`src/rtl/line_cmd_source.sv`:
```
// Pen-command front end for line_drawer: queues MOVE/DRAW/CLOSE commands and
// expands them into two-endpoint line transactions held until accepted.
module line_cmd_source #(
  parameter int DEPTH = 4,
  parameter int XW    = 10,
  parameter int YW    = 10,
  parameter int CW    = 12
) (
  input  logic                     clk,
  input  logic                     rst_,
  input  logic                     wr_en,
  input  logic [1:0]               wr_cmd,
  input  logic [XW-1:0]            wr_x,
  input  logic [YW-1:0]            wr_y,
  input  logic [CW-1:0]            wr_color,
  output logic                     wr_full,
  output logic [$clog2(DEPTH):0]   wr_count,
  output logic                     wr_overflow,
  output logic [XW-1:0]            x1_out,
  output logic [YW-1:0]            y1_out,
  output logic [XW-1:0]            x2_out,
  output logic [YW-1:0]            y2_out,
  output logic [CW-1:0]            color_out,
  output logic                     out_rts,
  input  logic                     out_rtr,
  output logic                     busy
);

  localparam int AW   = $clog2(DEPTH);
  localparam int CNTW = AW + 1;

  typedef enum logic [1:0] {
    CMD_MOVE  = 2'b00,
    CMD_DRAW  = 2'b01,
    CMD_CLOSE = 2'b10,
    CMD_NOP   = 2'b11
  } cmd_e;

  logic [1:0]      r_mem_cmd [DEPTH];
  logic [XW-1:0]   r_mem_x   [DEPTH];
  logic [YW-1:0]   r_mem_y   [DEPTH];
  logic [CW-1:0]   r_mem_c   [DEPTH];
  logic [AW-1:0]   r_wr_ptr, r_rd_ptr;
  logic [CNTW-1:0] r_count;
  logic            r_overflow;

  logic [XW-1:0]   r_px, r_sx, r_x1, r_x2;
  logic [YW-1:0]   r_py, r_sy, r_y1, r_y2;
  logic [CW-1:0]   r_color;
  logic            r_rts;

  logic [XW-1:0]   w_px_n, w_sx_n, w_x1_n, w_x2_n;
  logic [YW-1:0]   w_py_n, w_sy_n, w_y1_n, w_y2_n;
  logic [CW-1:0]   w_color_n;
  logic            w_rts_n;

  logic            w_full, w_push, w_pop, w_slot_free;
  cmd_e            w_head_cmd;
  logic [XW-1:0]   w_head_x;
  logic [YW-1:0]   w_head_y;
  logic [CW-1:0]   w_head_c;

  // Handshake: a line transfers on an edge where out_rts=1 and out_rtr=1; out_rts
  // is purely registered, and the slot only reloads when empty or transferring.
  assign w_full      = (r_count == CNTW'(DEPTH));
  assign w_push      = wr_en & ~w_full;
  assign w_slot_free = ~r_rts | out_rtr;
  assign w_pop       = (r_count != '0) & w_slot_free;

  assign w_head_cmd  = cmd_e'(r_mem_cmd[r_rd_ptr]);
  assign w_head_x    = r_mem_x[r_rd_ptr];
  assign w_head_y    = r_mem_y[r_rd_ptr];
  assign w_head_c    = r_mem_c[r_rd_ptr];

  always_ff @(posedge clk) begin
    if (w_push) begin
      r_mem_cmd[r_wr_ptr] <= wr_cmd;
      r_mem_x[r_wr_ptr]   <= wr_x;
      r_mem_y[r_wr_ptr]   <= wr_y;
      r_mem_c[r_wr_ptr]   <= wr_color;
    end
  end

  always_ff @(posedge clk or negedge rst_) begin
    if (!rst_) begin
      r_wr_ptr   <= '0;
      r_rd_ptr   <= '0;
      r_count    <= '0;
      r_overflow <= 1'b0;
    end else begin
      if (w_push) r_wr_ptr <= r_wr_ptr + AW'(1);
      if (w_pop)  r_rd_ptr <= r_rd_ptr + AW'(1);
      if (w_push && !w_pop)      r_count <= r_count + CNTW'(1);
      else if (!w_push && w_pop) r_count <= r_count - CNTW'(1);
      if (wr_en && w_full) r_overflow <= 1'b1;
    end
  end

  // Default keeps the slot loaded only while it is waiting for acceptance.
  always_comb begin
    w_px_n    = r_px;
    w_py_n    = r_py;
    w_sx_n    = r_sx;
    w_sy_n    = r_sy;
    w_x1_n    = r_x1;
    w_y1_n    = r_y1;
    w_x2_n    = r_x2;
    w_y2_n    = r_y2;
    w_color_n = r_color;
    w_rts_n   = r_rts & ~out_rtr;
    if (w_pop) begin
      case (w_head_cmd)
        CMD_MOVE: begin
          w_px_n = w_head_x;
          w_py_n = w_head_y;
          w_sx_n = w_head_x;
          w_sy_n = w_head_y;
        end
        CMD_DRAW: begin
          w_x1_n    = r_px;
          w_y1_n    = r_py;
          w_x2_n    = w_head_x;
          w_y2_n    = w_head_y;
          w_color_n = w_head_c;
          w_rts_n   = 1'b1;
          w_px_n    = w_head_x;
          w_py_n    = w_head_y;
        end
        CMD_CLOSE: begin
          w_x1_n    = r_px;
          w_y1_n    = r_py;
          w_x2_n    = r_sx;
          w_y2_n    = r_sy;
          w_color_n = w_head_c;
          w_rts_n   = 1'b1;
          w_px_n    = r_sx;
          w_py_n    = r_sy;
        end
        default: ;
      endcase
    end
  end

  always_ff @(posedge clk or negedge rst_) begin
    if (!rst_) begin
      r_px    <= '0;
      r_py    <= '0;
      r_sx    <= '0;
      r_sy    <= '0;
      r_x1    <= '0;
      r_y1    <= '0;
      r_x2    <= '0;
      r_y2    <= '0;
      r_color <= '0;
      r_rts   <= 1'b0;
    end else begin
      r_px    <= w_px_n;
      r_py    <= w_py_n;
      r_sx    <= w_sx_n;
      r_sy    <= w_sy_n;
      r_x1    <= w_x1_n;
      r_y1    <= w_y1_n;
      r_x2    <= w_x2_n;
      r_y2    <= w_y2_n;
      r_color <= w_color_n;
      r_rts   <= w_rts_n;
    end
  end

  assign wr_full     = w_full;
  assign wr_count    = r_count;
  assign wr_overflow = r_overflow;
  assign x1_out      = r_x1;
  assign y1_out      = r_y1;
  assign x2_out      = r_x2;
  assign y2_out      = r_y2;
  assign color_out   = r_color;
  assign out_rts     = r_rts;
  assign busy        = (r_count != '0) | r_rts;

endmodule

```
`config.mk`:
```
export PLATFORM = sky130hd
export DESIGN_NAME = line_cmd_source
export DESIGN_NICKNAME = d
export VERILOG_FILES = /design/src/rtl/line_cmd_source.sv
export SDC_FILE = /design/constraint.sdc
export NUM_CORES = 1
export LEC_CHECK = 0
export CAP_MARGIN = 25
export CORE_MARGIN = 2
export CORE_UTILIZATION = 50
export CTS_BUF_LIST = sky130_fd_sc_hd__clkbuf_8
export CTS_CLUSTER_SIZE = 25
export DETAILED_ROUTE_END_ITERATION = 7
export PLACE_DENSITY = 0.74
export SLEW_MARGIN = 30
export SYNTH_ARGS = -nofsm -noshare
export SYNTH_HDL_FRONTEND = slang
export SYNTH_SLANG_ARGS = --single-unit
```
`constraint.sdc`:
```
create_clock -name clk -period 4.3 [get_ports clk]
set_input_delay 0.86 -clock clk [delete_from_list [all_inputs] [get_ports clk]]
set_output_delay 0.86 -clock clk [all_outputs]
set_load 0.02 [all_outputs]
```
-- Word level (Yosys, flattened, before mapping)
Memory sizes are Yosys's and may differ from the RTL's. A register that Yosys moved wholly into a read port is not among the register bits.
Index checks and enable logic that the tools add are counted.
- output and inout bits: 59
- register bits after elaboration: 89
- logic and storage cells: 59
- RAM bits: 136
- memories kept: 4
- memories (memory ; words ; bits a word ; read ports ; clocked after Yosys merged registers in ; write ports ; line ; RTL):
    r_mem_c ; 4 ; 12 ; 1 ; 1 ; 1 ; 42 ; logic [CW-1:0] r_mem_c [DEPTH];
    r_mem_x ; 4 ; 10 ; 1 ; 0 ; 1 ; 40 ; logic [XW-1:0] r_mem_x [DEPTH];
    r_mem_y ; 4 ; 10 ; 1 ; 0 ; 1 ; 41 ; logic [YW-1:0] r_mem_y [DEPTH];
    r_mem_cmd ; 4 ; 2 ; 1 ; 0 ; 1 ; 39 ; logic [1:0] r_mem_cmd [DEPTH];
- bitwise gates (word level): 8
- eq/ne operators: 3
- multiplexer cells: 10
- $add $sub $neg: 4
- reductions and logical operators: 17
- operators with widths (cell ; count):
    $pmux W10 S2 ; 4
    $reduce_and A2 Y1 ; 4
    $mux W3 ; 2
    $reduce_bool A2 Y1 ; 3
    $add A2 B1 Y2 const B ; 2
    $mux W1 ; 4
    $reduce_or A2 Y1 ; 2
    $add A3 B1 Y3 const B ; 1
    $and A1 B1 Y1 ; 3
    $eq A3 B3 Y1 const B ; 1
    $logic_and A1 B1 Y1 ; 3
    $logic_not A1 Y1 ; 3
    $not A1 Y1 ; 3
    $reduce_bool A3 Y1 ; 1
    $sub A3 B1 Y3 const B ; 1
    $eq A2 B1 Y1 const B ; 1
    $eq A2 B2 Y1 const B ; 1
    $logic_not A2 Y1 ; 1
    $or A1 B1 Y1 ; 2

-- Logic depth before layout (Yosys ltp)
- depth in word-level cells: 7
- mapped depth: 11
- gate-level depth less buffers: 8

-- Worst setup path before layout
Ideal clock, no wire load.
- path type: register -> register
- from: register r_rd_ptr[0]
- to: register r_color[0], in the netlist color_out[0], read port of r_mem_c
- setup time: 0.125 ns
- slack: 1.787 ns
- cell stages (with the launch flop): 11
- clock period less this slack: 2.513 ns
- data arrival time: 2.388 ns
- cells stage by stage: dfrtp_1 buf_6 buf_12 buf_12 mux4_1 inv_1 ha_1 and3_4 buf_6 buf_8 mux2_4
- cells in the longest elaborated chain, start to end: 4
- elaborated cells between the ends (all ways): 5
- those cells by class: eq/ne (2); reduce/logical (2); memory (1)
- RTL lines (item ; line ; RTL):
    start: declaration ; 43 ; logic [AW-1:0] r_wr_ptr, r_rd_ptr;
    start signal: assignment ; 92 ; if (w_pop) r_rd_ptr <= r_rd_ptr + AW'(1);
    $mem_v2 Z4 W2 ; n/a ;
    $eq A2 B2 Y1 / $eq A2 B1 Y1 (equally long branches) ; 112 ; case (w_head_cmd)
    $reduce_or A2 Y1 (no line) ; n/a ;
    $reduce_and A2 Y1 (no line) ; n/a ;
    end: declaration ; 49 ; logic [CW-1:0] r_color;
Several ways; a longest one is shown, not always the timed one.
A chain may end at the register's enable or synchronous reset.

-- Worst setup path after layout
- from: register r_rd_ptr[1]
- to: register r_color[5], in the netlist color_out[5], read port of r_mem_c
Same word-level chain as after synthesis.

==> impl_metrics.json <==
{
  "status": "completed",
  "grt_first_pass_wirelength_um": 27700,
  "slew_headroom_pct": 37.2,
  "postCtsHoldBufs": 0,
  "crit_end": "color_out[5]",
  "r2r_start": "r_rd_ptr[1]",
  "io_pins": 97,
  "netlist_area_mm2": 0.00934,
  "switching_share_pct": 34.7,
  "power-per-cell-area_mw_per_mm2": 841,
  "r2r-end": "color_out[5]",
  "vias": 4959,
  "fmax_ghz": 0.303,
  "setup_violations": 0,
  "diodes": 0,
  "async_flop_share_pct": 42.6,
  "critPathMaxFanout": 35,
  "dieArea_mm2": 0.0198,
  "synth_nets": 567,
  "clk_pin_slew_worst_paths_ns": 0.06,
  "synth_compound_area_share_pct": 5.44,
  "fp-row-count": 49,
  "synthTopCellsByCount": "edfxtp_1 (136), dfrtp_1 (101), a31oi_1 (80), mux2_2 (44), nand2_1 (22)",
  "yosysTopAreaCell": "edfxtp_1",
  "drive_above_1_share_pct": 21.0,
  "cts_setup_buffers": 0,
  "regArea_mm2": 0.00661,
  "use_met2_pct": 28.8,
  "drt_pass1_iterations": 6,
  "synthAdderAreaFrac_pct": 1.29,
  "htree_num_levels": 2,
  "ys_warn_count": 0,
  "drc_errors": 0,
  "synth-main-ff-cell": "edfxtp_1",
  "dp_hpwl_um": 11000,
  "ys_types": 32,
  "comb_power_share_pct": 41.5,
  "ys_ff_latch": 237,
  "clk-insertion-delay-late_ns": 0.53,
  "grt_pass1_vias": 5129,
  "setup.worst_path.end_class": "flop",
  "seq_area_frac_synth_pct": 70.8,
  "setup_tns_ns": 0,
  "switchingPower_w": 0.00325,
  "vias_per_cell": 5.62,
  "fin_crit_ns": 3.30,
  "drtIter0Drc": 399,
  "yosysTopAreaCellShare_pct": 43.7,
  "cts_tree": "built",
  "cts-root-buf": "clkbuf_8",
  "syn2layout_area_growth_pct": 19.1,
  "worst-r2r-setup-slack_ns": 1.00,
  "synth.avg_cell_area_um2": 18.0,
  "die_w_um": 141,
  "rsz0062_at_grt": "no",
  "top_usage_layer": "met2",
  "cp.arrival_ns": 3.69,
  "hold_viol_final": 0,
  "clkPwrFrac_pct": 19.5,
  "cp.required_ns": 4.69,
  "die_h_um": 141,
  "grt_use_met3_pct": 4.35,
  "hold_path_class": "in2async",
  "cap_violations": 0,
  "yosysMostFrequentCell": "edfxtp_1",
  "synthMuxAreaShare_pct": 15.7,
  "multi_input_area_mm2": 0.00247,
  "core-area_mm2": 0.0181,
  "wl_um": 17200,
  "cp-start-kind": "flop",
  "grt_overflow_total": 0,
  "gp_congestion": 0.784,
  "synthSimpleGateAreaFrac_pct": 3.36,
  "ys_top_cells_by_area": "edfxtp_1 (44%), dfrtp_1 (27%), a31oi_1 (5.4%), mux2_2 (5.3%), mux4_2 (4.6%)",
  "wire_per_inst_um": 19.5,
  "finish.utilization_pct": 61.3,
  "start_util_pct": 51.5,
  "grtUsageMet1_pct": 24.8,
  "fill_cells": 1326,
  "reg2reg_depth": 5,
  "port_buffers": 96,
  "antenna_left": 0,
  "grt_max_degree": 81,
  "cts.sinks": 237,
  "leakage_nw": 4.14,
  "synthXorXnorAreaFrac_pct": 0.563,
  "tritoncts.num_buffers": 38,
  "skew_ns": 0.0295,
  "synth_cells": 520,
  "synth_top_family_by_area": "multiplexers",
  "crit_type": "reg2reg",
  "p_int_w": 0.00612,
  "crit_start": "r_rd_ptr[1]",
  "worstMarginPinSlew_ns": 0.942,
  "fin_crit_sh_pct": 76.7,
  "synth-edff-count": 136,
  "cts.path.max_buffers": 3,
  "slew_violations": 0,
  "nNetsFinal": 672,
  "antenna_found_initial": 0,
  "ir_worst_vdd_uv": 402,
  "grtUsageTotal_pct": 17.9,
  "p_seq_share_pct": 39.0,
  "cts-resized-gates": 0
}
-- power by group through the flow --
| stage | clock, W | combinational [W] | sequential [W] |
|---|---|---|---|
| after floorplan | 0 | 0.00264 | 0.00388 |
| after global placement | 0 | 0.00378 | 0.00366 |
| after detailed placement | 0 | 0.00391 | 0.00371 |
| after CTS | 0.00187 | 0.00391 | 0.00367 |
| after global routing | 0.00197 | 0.00423 | 0.00374 |
| final | 0.00182 | 0.00389 | 0.00365 |
-- routing by layer --
layer / part of all wire (%) / vias up
li1: - / 2260
met1: 45 / 2483
met2: 48 / 195
met3: 5.7 / 21
met4: 1.4 / 0
met5: 0 / -
-- per-stage QoR --
step	hold WS [ns]	power, W	setup WS (ns)	instance area (um2)	cells
floorplan	0.459	0.00652	1.79	9340	520
global placement	0.444	0.00744	1.10	10400	814
detailed placement	0.448	0.00762	0.999	10400	814
CTS	0.461	0.00945	0.997	11100	882
global route	0.420	0.00994	0.826	11100	882
finish	0.355	0.00936	1.00	11100	882
-- cell usage in the layout, fill, tap and decap left out, types with 2 or more instances in the layout --
cell type / instances
xor2_1: 2
a31oi_1: 80
ha_1: 7
nand3_1: 2
and2_4: 3
mux4_1: 15
clkinvlp_4: 2
nand2b_1: 20
edfxtp_1: 136
xnor2_1: 4
inv_1: 24
mux2_2: 44
mux4_2: 19
dfrtp_1: 100
clkdlybuf4s50_1: 95
buf_4: 5
clkbuf_8: 44
mux2_4: 9
nand2_1: 22
-- cells by family after synthesis --
family	after synthesis
xor+xnor	6
simple gates	57
flops	237
mux	88
fa+ha+maj	9
compound gates	81
buf+inv	42
-- flip-flops by register name (all words and copies together) (netlist names), 8 cells and up --
register and flops:
color_out 12, r_mem_c 48, r_mem_cmd 8, r_mem_x 40, r_mem_y 40, r_px 10, r_py 10, r_sx 10
r_sy 10, x1_out 10, x2_out 10, y1_out 10, y2_out 10
-- how the worst min path moves through the flow --
stage               cells after the start           to
floorplan                               1    x1_out[7]
global placement                        1  wr_overflow
detailed placement                      1  wr_overflow
CTS                                     1  wr_overflow
global route                            1      r_sx[1]
finish                                  1    x1_out[1]
-- cell type report --
class,count,area share (%)
Clock inverter,24,1.17
Timing Repair Buffer,101,8.98
Clock buffer,44,5.44
Sequential cell,237,59.4
Inverter,6,0.202
Multi-Input combinational cell,241,22.2
Tap cell,229,2.57
-- worst max-delay path, cell delays in order (launching register included) --
cell and delay (ns):
dfrtp_1 0.83, mux4_2 0.36, inv_1 0.06, ha_1 0.81, and3_4 0.69, mux2_2 0.39
No activity file was read; power rests on OpenSTA's default activity.
